[config.mk]
export PLATFORM = sky130hd
export DESIGN_NAME = seg_scan_reader
export DESIGN_NICKNAME = d
export VERILOG_FILES = /design/src/rtl/seg_pkg.sv /design/src/rtl/seg_pattern_encoder.sv /design/src/rtl/seg_scan_reader.sv
export SDC_FILE = /design/constraint.sdc
export NUM_CORES = 1
export LEC_CHECK = 0
export CAP_MARGIN = 0
export CORE_MARGIN = 5
export CORE_UTILIZATION = 30
export CTS_BUF_LIST = sky130_fd_sc_hd__clkbuf_4
export CTS_CLUSTER_DIAMETER = 60
export CTS_CLUSTER_SIZE = 14
export DETAILED_ROUTE_END_ITERATION = 10
export SYNTH_ARGS = -nofsm -noshare
export SYNTH_HDL_FRONTEND = slang
export SYNTH_HIERARCHICAL = 1
export SYNTH_SLANG_ARGS = --single-unit
[constraint.sdc]
create_clock -name clk -period 2.4 [get_ports clk]
set_clock_uncertainty 0.1 [all_clocks]
set_input_delay 0.24 -clock clk [delete_from_list [all_inputs] [get_ports clk]]
set_output_delay 0.24 -clock clk [all_outputs]
set_load 0.005 [all_outputs]
[src/rtl/seg_pkg.sv]
// Shared types and the hex-to-segment code table for the segment readback path.
// Segment bit order: bit6=a ... bit0=g, 1 = lit.
package seg_pkg;

  typedef logic [6:0] seg_t;
  typedef logic [3:0] hex_t;

  // Index i holds the segment pattern that encodes hex digit i.
  localparam seg_t SEG_CODE [16] = '{
    7'h7E, 7'h30, 7'h6D, 7'h79, 7'h33, 7'h5B, 7'h5F, 7'h70,
    7'h7F, 7'h7B, 7'h77, 7'h1F, 7'h4E, 7'h3D, 7'h4F, 7'h47
  };

  localparam seg_t SEG_BLANK = 7'h00;

  typedef enum logic [1:0] {
    IDLE,
    SETTLE,
    CAPTURED
  } rd_state_e;

endpackage

[src/rtl/seg_pattern_encoder.sv]
// Combinational segment-pattern to hex recovery by searching the code table.
// valid_o flags a code-table match; blank_o flags an all-dark digit, which is
// only recognised when SEG_SCAN_READER_BLANK_EN is defined.
module seg_pattern_encoder
  import seg_pkg::*;
(
  input  seg_t seg_i,
  output hex_t hex_o,
  output logic valid_o,
  output logic blank_o
);

  // Table search; blank reports nibble 0 so the frame slot reads as zero.
  always_comb begin
    hex_o   = '0;
    valid_o = 1'b0;
    blank_o = 1'b0;
    for (int i = 0; i < 16; i++) begin
      if (seg_i == SEG_CODE[i]) begin
        hex_o   = hex_t'(i);
        valid_o = 1'b1;
      end
    end
`ifdef SEG_SCAN_READER_BLANK_EN
    if (seg_i == SEG_BLANK) begin
      blank_o = 1'b1;
    end
`endif
  end

endmodule

[src/rtl/seg_scan_reader.sv]
// Multiplexed 7-segment bus reader: debounces each one-hot digit, decodes it
// into a shadow frame and publishes complete frames over valid/ready.
// Optional: SEG_SCAN_READER_BLANK_EN accepts 7'h00 as a blank digit and adds blank_o.
module seg_scan_reader
  import seg_pkg::*;
#(
  parameter int NUM_DIGITS    = 4,
  parameter int STABLE_CYCLES = 3
) (
  input  logic                    clk,
  input  logic                    rst_n,
  input  logic [6:0]              seg_i,
  input  logic [NUM_DIGITS-1:0]   dig_sel_i,
  output logic [4*NUM_DIGITS-1:0] frame_o,
  output logic                    frame_valid_o,
  input  logic                    frame_ready_i,
  output logic                    pattern_err_o,
`ifdef SEG_SCAN_READER_BLANK_EN
  output logic [NUM_DIGITS-1:0]   blank_o,
`endif
  output logic                    overrun_o
);

  localparam int SW = NUM_DIGITS + 7;

  rd_state_e               state_q, state_d;
  logic [7:0]              cnt_q, cnt_d;
  logic [SW-1:0]           smp_q;
  logic [4*NUM_DIGITS-1:0] shadow_q, shadow_d;
  logic [NUM_DIGITS-1:0]   seen_q, seen_d;
  logic [4*NUM_DIGITS-1:0] frame_q, frame_d;
  logic                    valid_q, valid_d;
  logic                    err_q, err_d;
  logic                    ovr_q, ovr_d;
`ifdef SEG_SCAN_READER_BLANK_EN
  logic [NUM_DIGITS-1:0]   blank_sh_q, blank_sh_d;
  logic [NUM_DIGITS-1:0]   blank_q, blank_d;
`endif

  logic onehot, same, restart, capture, accept;
  hex_t pat_hex;
  logic pat_valid, pat_blank;

  assign onehot = $onehot(dig_sel_i);
  assign same   = ({dig_sel_i, seg_i} == smp_q);
  assign accept = pat_valid | pat_blank;

  seg_pattern_encoder u_enc (
    .seg_i   (seg_i),
    .hex_o   (pat_hex),
    .valid_o (pat_valid),
    .blank_o (pat_blank)
  );

  // Debounce FSM: counts identical cycles, fires capture once per stable pattern.
  always_comb begin
    state_d = state_q;
    cnt_d   = cnt_q;
    capture = 1'b0;
    restart = 1'b0;
    unique case (state_q)
      SETTLE: begin
        if (!onehot) begin
          state_d = IDLE;
          cnt_d   = '0;
        end else if (same) begin
          if (({1'b0, cnt_q} + 9'd1) >= 9'(STABLE_CYCLES)) begin
            capture = 1'b1;
            state_d = CAPTURED;
            cnt_d   = 8'(STABLE_CYCLES);
          end else begin
            cnt_d = cnt_q + 8'd1;
          end
        end else begin
          restart = 1'b1;
        end
      end
      CAPTURED: begin
        if (!onehot) begin
          state_d = IDLE;
          cnt_d   = '0;
        end else if (!same) begin
          restart = 1'b1;
        end
      end
      default: begin
        if (onehot) restart = 1'b1;
      end
    endcase
    // A new pattern is its own first stable cycle, so STABLE_CYCLES=1 captures at once.
    if (restart) begin
      cnt_d = 8'd1;
      if (STABLE_CYCLES == 1) begin
        capture = 1'b1;
        state_d = CAPTURED;
      end else begin
        state_d = SETTLE;
      end
    end
  end

  // Shadow frame, seen mask, frame publication and handshake.
  always_comb begin
    shadow_d = shadow_q;
    seen_d   = seen_q;
    frame_d  = frame_q;
    valid_d  = valid_q;
    err_d    = 1'b0;
    ovr_d    = 1'b0;
`ifdef SEG_SCAN_READER_BLANK_EN
    blank_sh_d = blank_sh_q;
    blank_d    = blank_q;
`endif
    if (valid_q && frame_ready_i) valid_d = 1'b0;
    if (capture) begin
      if (accept) begin
        for (int k = 0; k < NUM_DIGITS; k++) begin
          if (dig_sel_i[k]) begin
            shadow_d[4*k +: 4] = pat_hex;
`ifdef SEG_SCAN_READER_BLANK_EN
            blank_sh_d[k] = pat_blank;
`endif
          end
        end
        seen_d = seen_q | dig_sel_i;
        if (&seen_d) begin
          // Completion beats a same-cycle transfer; only an unaccepted frame is an overrun.
          frame_d = shadow_d;
          valid_d = 1'b1;
          ovr_d   = valid_q & ~frame_ready_i;
          seen_d  = '0;
`ifdef SEG_SCAN_READER_BLANK_EN
          blank_d = blank_sh_d;
`endif
        end
      end else begin
        err_d = 1'b1;
      end
    end
  end

  // State and datapath registers.
  always_ff @(posedge clk or negedge rst_n) begin
    if (!rst_n) begin
      state_q  <= IDLE;
      cnt_q    <= '0;
      smp_q    <= '0;
      shadow_q <= '0;
      seen_q   <= '0;
      frame_q  <= '0;
      valid_q  <= 1'b0;
      err_q    <= 1'b0;
      ovr_q    <= 1'b0;
`ifdef SEG_SCAN_READER_BLANK_EN
      blank_sh_q <= '0;
      blank_q    <= '0;
`endif
    end else begin
      state_q  <= state_d;
      cnt_q    <= cnt_d;
      smp_q    <= {dig_sel_i, seg_i};
      shadow_q <= shadow_d;
      seen_q   <= seen_d;
      frame_q  <= frame_d;
      valid_q  <= valid_d;
      err_q    <= err_d;
      ovr_q    <= ovr_d;
`ifdef SEG_SCAN_READER_BLANK_EN
      blank_sh_q <= blank_sh_d;
      blank_q    <= blank_d;
`endif
    end
  end

  assign frame_o       = frame_q;
  assign frame_valid_o = valid_q;
  assign pattern_err_o = err_q;
  assign overrun_o     = ovr_q;
`ifdef SEG_SCAN_READER_BLANK_EN
  assign blank_o = blank_q;
`endif

endmodule

### After elaboration in Yosys (flattened, before gate mapping)

Index checks and enable logic that the tools add are counted.

| operators by class | value |
|---|---|
| add/sub/neg operators | 5 |
| order comparisons | 1 |
| equality and inequality tests | 23 |
| muxes and demuxes | 65 |
| bitwise logic cells | 3 |
| reductions and logical operators | 8 |

Operators with widths:

| operator | number |
|---|---|
| == test 7 bit, second input constant | 12 |
| 2-to-1 mux 4 bit | 13 |
| 2-to-1 mux 8 bit | 5 |
| 2-to-1 mux 1 bit | 34 |
| == test 7 x 6 -> 1 bit, second input constant | 3 |
| one-hot mux 8 bit (2 select lines) | 1 |
| 2-to-1 mux 2 bit | 7 |
| 2-to-1 mux 3 bit | 4 |
| == test 11 bit | 1 |
| adder 8 x 1 -> 9 bit, second input constant | 1 |
| greater-or-equal comparator 9 x 2 -> 1 bit, second input constant | 1 |
| adder 8 x 1 -> 8 bit, second input constant | 1 |
| inequality test 4 bit, second input constant | 2 |
| AND reduction 4 bit | 2 |
| == test 7 x 5 -> 1 bit, second input constant | 1 |
| AND reduction 6 bit | 1 |
| adder 1 x 1 -> 2 bit | 2 |
| OR 4 bit | 1 |
| one-hot mux 2 bit (2 select lines) | 1 |
| adder 2 x 2 -> 3 bit | 1 |
| == test 3 x 1 -> 1 bit, second input constant | 1 |
| inequality test 3 bit, second input constant | 1 |
| AND reduction 3 bit | 1 |
| nonzero test 3 bit | 1 |
| other kinds (7) | 7 |

| storage, ports and cells | value |
|---|---|
| register bits after elaboration | 60 |
| bits of input ports | 14 |
| output and inout port bits | 19 |
| logic and storage cells | 114 |

### Depth between registers and ports, before layout

Gate-level depths: netlist of run 1.

| logic depth | value |
|---|---|
| depth in word-level cells | 19 |
| depth in mapped cells | 11 |
| depth with buffers taken out | 10 |

### Hierarchy

The synthesis of run 1 kept the hierarchy.

By module, submodules not included:

| module | instances | cells each | area an instance (sq um) | sequential area each (sq um) |
|---|---|---|---|---|
| seg_scan_reader | 1 | 209 | 2755.1 | 1501.4 |
| seg_pattern_encoder | 1 | 52 | 327.8 | 0.0 |

### Worst setup path after synthesis of run 1

No wires, ideal clock.

| timing path | value |
|---|---|
| path type | input port to flip-flop |
| start point | in dig_sel_i[1] |
| end point | reg shadow_q[12] |
| library setup time | 0.125 ns |
| arrival time | 2.946 ns |
| required time | 2.175 ns |
| slack | -0.770 ns |
| stages on the path | 11 |
| buffers on the path | 1 |
| cells stage by stage | clkbuf_1 > inv_1 > fa_1 > inv_1 > ha_1 > ha_1 > nand4bb_1 > or4_4 > a31oi_4 > nand4_2 > mux2_2 |

| between the ends | value |
|---|---|
| word-level cells in the longest chain between the ends | 6 |
| elaborated cells between the ends (all ways) | 8 |
| classes of those cells | add/sub (2); eq/ne (2); mux (3); reduce/logical (1) |

Ends and longest elaborated chain:

| item | RTL line | source |
|---|---|---|
| start: declaration | seg_scan_reader.sv:13 | `input logic [NUM_DIGITS-1:0] dig_sel_i,` |
| adder 1 x 1 -> 2 bit (implied by the code) | seg_scan_reader.sv:44 | `assign onehot = $onehot(dig_sel_i);` |
| adder 2 x 2 -> 3 bit (implied by the code) | seg_scan_reader.sv:44 |  |
| == test 3 x 1 -> 1 bit | seg_scan_reader.sv:44 |  |
| 2-to-1 mux 1 bit (*) | seg_scan_reader.sv:63 | `if (!onehot) begin` |
| 2-to-1 mux 1 bit (*) | seg_scan_reader.sv:61 | `unique case (state_q)` |
| AND reduction 2 bit (no source line) (*) | n/a |  |
| end signal: assignment | seg_scan_reader.sv:162 | `shadow_q <= shadow_d;` |
| end: declaration | seg_scan_reader.sv:29 | `logic [4*NUM_DIGITS-1:0] shadow_q, shadow_d;` |

Every way passes the cells marked *; elsewhere a longest branch is shown, timed or not.
A chain may end at the register's enable or synchronous reset.

### Worst setup path in the final report of run 1

| timing path | value |
|---|---|
| start point | in dig_sel_i[1] |
| end point | reg shadow_q[10] |

Same word-level chain as after synthesis.

==> flow_summary.yaml, run 1 <==
run_status:
  outcome: "complete, but fails checks"
  violations: "setup timing"
setup_path:
  cp_max_fo: 6
  cp-start-kind: "input port"
  startpoint: "dig_sel_i[1]"
  end_kind: "register"
  crit_required_ns: 2.60
  timing.rr.start: "cnt_q[0]"
  crit_type: "in -> reg"
  critPathArrivalTime_ns: 2.73
worst_hold_path:
  worst_hold_path_type: "in -> reg"
  min_from: "seg_i[2]"
sta:
  fin_crit_ns: 2.53
  max_slew.worst_pin.slew_ns: 0.505
  setup_tns_ns: -1.33
  maxSlewViolCount: 0
  hold_ws_ns: 0.132
  setup_ws_ns: -0.130
  finalHoldViolations: 0
  fmax_ghz: 0.395
  slew_headroom: 0.663
  rsz0062_at_grt: "true"
  period_share: 1.05
  setup_viol: 17
finish:
  utilization: 0.407
  fin_nets: 363
  fillers: 1019
  final_cell_count_no_fill: 483
  syn2layout_area_growth_pct: 34.6
  drive_gt1_frac: 0.383
  multi_input_area_sq_mm: 0.00155
  seq_area_sq_mm: 0.00150
  diodes: 0
synthesis:
  synth_most_common_cell: "dfrtp_1"
  async_flop_share: 1.00
  syn_area_per_cell_sq_um: 11.8
  ys_warn_count: 6
  netlist_instances: 261
  synthTopCellsByCount: "60 x dfrtp_1, 49 x mux2_2, 13 x inv_1, 13 x nand2_1"
  synth_cell_types: 45
  synth_top_area_cell: "dfrtp_1"
  synthesis.area_sq_mm: 0.00308
  yosysTopAreaCellShare: 0.487
  ys_seq_area_frac: 0.487
  synth-edff-count: 0
  synthTopCellsByArea: "dfrtp_1 49%, mux2_2 18%, xnor2_1 2.6%"
  synthesis.nets: 282
  ys_ff_latch: 60
  synthFlopType: "dfrtp_1"
power_and_ir_drop:
  p_leak_uw: 0.00199
  vdd_drop_max_v: 0.000236
  powerDensity_mw_per_mm2: 539
placed_design:
  dpl.hpwl_mm: 5.04
  portBuffers: 32
  pre_cts_ws_ns: -1.18
  place.gp.congestion: 0.880
  dp_cells: 461
cts:
  root_buffer: "clkbuf_4"
  clk_latency_ns: 0.41
  htree_levels: 3
  numCtsBuffers: 9
  cts_buffer_depth: 2
  clk_pin_slew_ns: 0.10
  cts_tree: "built"
  numClockSinks: 60
grt:
  first_global_vias: 2477
  grtUsageMet2: 0.198
  use_met1: 0.158
  top_usage_layer: "met2"
  grt_pass1_wl_mm: 12.4
  grt_max_degree: 23
  antenna_found_initial: 0
  gr-total-overflow: 0
  grt_use_total: 0.124
  grt_use_met3: 0.0413
die:
  start_util: 0.303
  core.rowCount: 37
  die_width_um: 111
  die_h_um: 111
  pin_count: 33
  core_sq_mm: 0.0102
  dieArea_sq_mm: 0.0124
drt:
  drc: 0
  dr.pass1.iters: 4
  post_drt_wl_per_cell_um: 14.9
  drtAntennaViolNets: 0
  vias: 2288
  drtIter0Drc: 65
  drt-total-wl_mm: 7.19
  routed_via_density: 4.74
job:
  drv_cap: 0
-- report_power, final --
group	internal (uW)	switching (uW)	total, uW
Combinational	231	250	481
Sequential	1040	20.7	1060
Clock	312	384	696
-- layout make-up --
cell class | count | share of cell area
multi-input cells | 176 | 0.375
flip-flops and latches | 60 | 0.362
repair buffers | 82 | 0.177
well taps | 136 | 0.0410
clock buffers | 9 | 0.0163
clock inverters | 7 | 0.0163
inverters | 13 | 0.0130
-- cell usage in the layout, fill, tap and decap left out, types with 4 or more instances in the layout --
master,n
buf_4,45
nand2b_1,4
nor2_1,9
nand2_1,13
clkbuf_4,9
ha_1,4
o21ai_0,5
dfrtp_1,60
nand4_4,4
nand4_1,5
xnor2_1,9
xor2_1,4
clkdlybuf4s50_1,26
inv_1,10
nand3_1,6
mux2_2,46
and3_1,9
dlygate4sd3_1,4
-- stage by stage --
stage / area [sq um] / power (uW)
2_1_floorplan: 3180 / 1330
3_3_place_gp: 3840 / 1510
3_5_place_dp: 3840 / 1520
4_1_cts: 4090 / 2260
5_1_grt: 4150 / 2370
6_report: 4150 / 2240
-- sequential cells by signal, indices dropped and copies added (netlist names) --
signal         flops
frame_o           16
shadow_q          16
smp_q             11
cnt_q              8
seen_q             4
state_q            2
frame_valid_o      1
overrun_o          1
pattern_err_o      1
-- critical path: stages --
cell and delay, ns:
buf_8 0.08, inv_4 0.03, fa_1 0.54, inv_2 0.05
ha_4 0.15, ha_4 0.21, nand4bb_4 0.19, or4_4 0.44
a31oi_4 0.18, buf_12 0.15, nand4_4 0.14, mux2_4 0.33
-- cell families (layout without fill, tap and decap cells) --
family / count (synthesis) / in the layout / share of synthesized area
other: 1 / 1 / 0.00122
buffers and inverters: 25 / 111 / 0.0442
adders and majority gates: 7 / 7 / 0.0308
DFF: 60 / 60 / 0.487
and+or+nand+nor: 77 / 77 / 0.153
xor gates and xnor gates: 13 / 13 / 0.0369
muxes: 49 / 49 / 0.179
AOI/OAI and AO/OA: 29 / 29 / 0.0682
-- per-layer routing --
layer | routed length [um] | share of wire | up-vias
li1 | - | - | 1099
met1 | 3300 | 0.46 | 1137
met2 | 3450 | 0.48 | 44
met3 | 344 | 0.048 | 8
met4 | 94 | 0.013 | 0
met5 | 0 | 0 | -
-- final timing paths --
kind,slack (ns),endpoint,depth (start not counted)
worst min register to register,0.41,frame_valid_o,2
max in group asynchronous,1.29,frame_o[1],3
worst max register to register,0.10,shadow_q[11],8
min in group asynchronous,0.23,smp_q[5],2
worst max-delay path,-0.13,shadow_q[10],12
worst min-delay path,0.13,smp_q[2],1
-- repair_timing --
item,4_1_cts,5_1_grt
pin swaps,4,4
resized for setup,27,12
hold endpoints to repair,22,1
buffers inserted,2,0
endpoints found under the setup margin,40,37
hold buffers,3,1
Power figures use the tool's default switching activity.
==> run 2, diff against run 1 <==
GPL_ROUTABILITY_DRIVEN = 1   (was not set)
==> results of run 2 <==
No change in the layout: final DEF, timing and power equal those of run 1.
==> run 3, diff against run 2 <==
GPL_TIMING_DRIVEN = 0   (was not set)
clock period = 2.3 ns   (was 2.4 ns; I/O delays follow)
==> run 3 against run 2 <==
- the flow still finishes with violations (setup timing)
- worst setup slack worse by 0.11 ns
- sequential share of layout area about the same
- sequential cell count unchanged
- clock power up 5.7%
- first-iteration DRC count up 43%
- sequential power up 4%
- hold slack worse by 0.11 ns
- critical path type unchanged
- global-route usage down 0.90 points
- routed wire length down 4.0%
- utilization about the same
- final cell count down 2.9%
- combinational power down 3%
==> flow_summary.yaml, run 3 (synthesis results as in run 1) <==
placed_design:
  place.gp.congestion: 0.850
  portBuffers: 32
  pre_cts_ws_ns: -1.44
  dpl.hpwl_mm: 4.55
grt:
  gr-total-overflow: 0
  grt_pass1_wl_mm: 11.3
  antenna_found_initial: 0
  grt_use_total: 0.115
  first_global_vias: 2316
  grt_max_degree: 37
finish:
  syn2layout_area_growth_pct: 34.6
  seq_area_sq_mm: 0.00150
  drive_gt1_frac: 0.393
  diodes: 0
  layout_commonest_cell: "dfrtp_1"
  fin_nets: 349
  fillers: 1008
  mostFrequentLayoutCells: "60 x dfrtp_1, 45 x mux2_2, 21 x clkdlybuf4s50_1"
  multi_input_area_sq_mm: 0.00161
drt:
  drtIter0Drc: 93
  drc: 0
  drt-total-wl_mm: 6.91
  dr.pass1.iters: 5
  vias: 2217
  routed_via_density: 4.73
  drtAntennaViolNets: 0
  post_drt_wl_per_cell_um: 14.7
sta:
  finalHoldViolations: 0
  setup_viol: 38
  setup_tns_ns: -7.45
  period_share: 1.10
  fmax_ghz: 0.394
  maxSlewViolCount: 0
  max_slew.worst_pin.slew_ns: 0.829
  setup_ws_ns: -0.235
  rsz0062_at_grt: "true"
  slew_headroom: 0.447
  fin_crit_ns: 2.54
job:
  drv_cap: 0
cts:
  numClockSinks: 60
  numCtsBuffers: 9
  clk_pin_slew_ns: 0.09
  clk_latency_ns: 0.41
  root_buffer: "clkbuf_4"
  cts_buffer_depth: 2
  cts_tree: "built"
  htree_levels: 3
worst_hold_path:
  worst_hold_path_type: "in -> reg"
die:
  die_h_um: 111
  core.rowCount: 37
  core_sq_mm: 0.0102
  pin_count: 33
  die_width_um: 111
  start_util: 0.303
  dieArea_sq_mm: 0.0124
setup_path:
  cp-start-kind: "input port"
  end_kind: "register"
  cp_max_fo: 5
  critPathArrivalTime_ns: 2.72
  crit_required_ns: 2.49
  crit_type: "in -> reg"
run_status:
  outcome: "complete, but fails checks"
  violations: "setup timing"
power_and_ir_drop:
  powerDensity_mw_per_mm2: 556
  p_leak_uw: 0.00196
  vdd_drop_max_v: 0.000212
[run 3: cell count changes in the layout (fill, tap and decap cells not counted), moves of 3 or more]
cell             delta
clkdlybuf4s50_1     -5
dlygate4sd3_1       +3
a21boi_2            +3
buf_6              +12
buf_4              -31
[run 3: routing by layer]
metal  GRT usage  vias up  part of all wire
met1       0.146     1090              0.46
met2       0.184       43              0.49
met5           0        -                 0
met3      0.0332       13             0.039
met4      0.0454        0             0.016
li1            -     1071                 -
[run 3: worst paths after layout]
kind / start / endpoint / slack [ns] / cells past startpoint
setup / recovery: dig_sel_i[3] / shadow_q[13] / -0.24 / 12
hold / removal: seg_i[0] / smp_q[0] / 0.02 / 1
setup reg to reg: state_q[1] / shadow_q[13] / -0.02 / 8
hold reg to reg: shadow_q[15] / shadow_q[15] / 0.41 / 1
max in group asynchronous: rst_n / shadow_q[6] / 1.13 / 3
min in group asynchronous: rst_n / smp_q[2] / 0.36 / 2
[run 3: final cells by class]
cell class	count	area share
Timing Repair Buffer	59	0.142
Buffer	9	0.0211
Multi-Input combinational cell	176	0.388
Sequential cell	60	0.362
Clock inverter	5	0.0127
Tap cell	136	0.0410
Inverter	13	0.0136
Clock buffer	11	0.0199
[run 3: timing repair]
| action | 4_1_cts | 5_1_grt |
|---|---|---|
| hold buffers | 4 | 3 |
| setup buffers | 10 | 7 |
| cloned | 2 | 0 |
| setup endpoints to repair | 49 | 40 |
| resized for setup | 41 | 29 |
| endpoints found under the hold margin | 38 | 3 |
| pin swaps | 11 | 11 |
[run 3: power by group]
group	switching, uW	internal (uW)
Clock	385	351
Combinational	255	214
Sequential	22.7	1080
Total	662	1650
[run 3: stage by stage]
stage	hold slack (ns)	utilization	std cells	cell area (sq um)	power (uW)
after global routing	0.0111	0.407	469	4150	2450
final	0.0214	0.407	469	4150	2310
after floorplan	-0.166	-	261	3190	1390
after global placement	0.383	0.361	429	3680	1510
after CTS	0.0320	0.398	462	4050	2300
after detailed placement	0.281	0.362	430	3690	1510
[run 3: worst max-delay path: stages]
cell and delay, ns:
buf_8 0.08, inv_4 0.03, fa_1 0.54, inv_2 0.05, ha_4 0.15, ha_4 0.23, nand4bb_4 0.19, or4_4 0.44
a31oi_4 0.18, buf_12 0.15, nand4_4 0.12, mux2_4 0.33
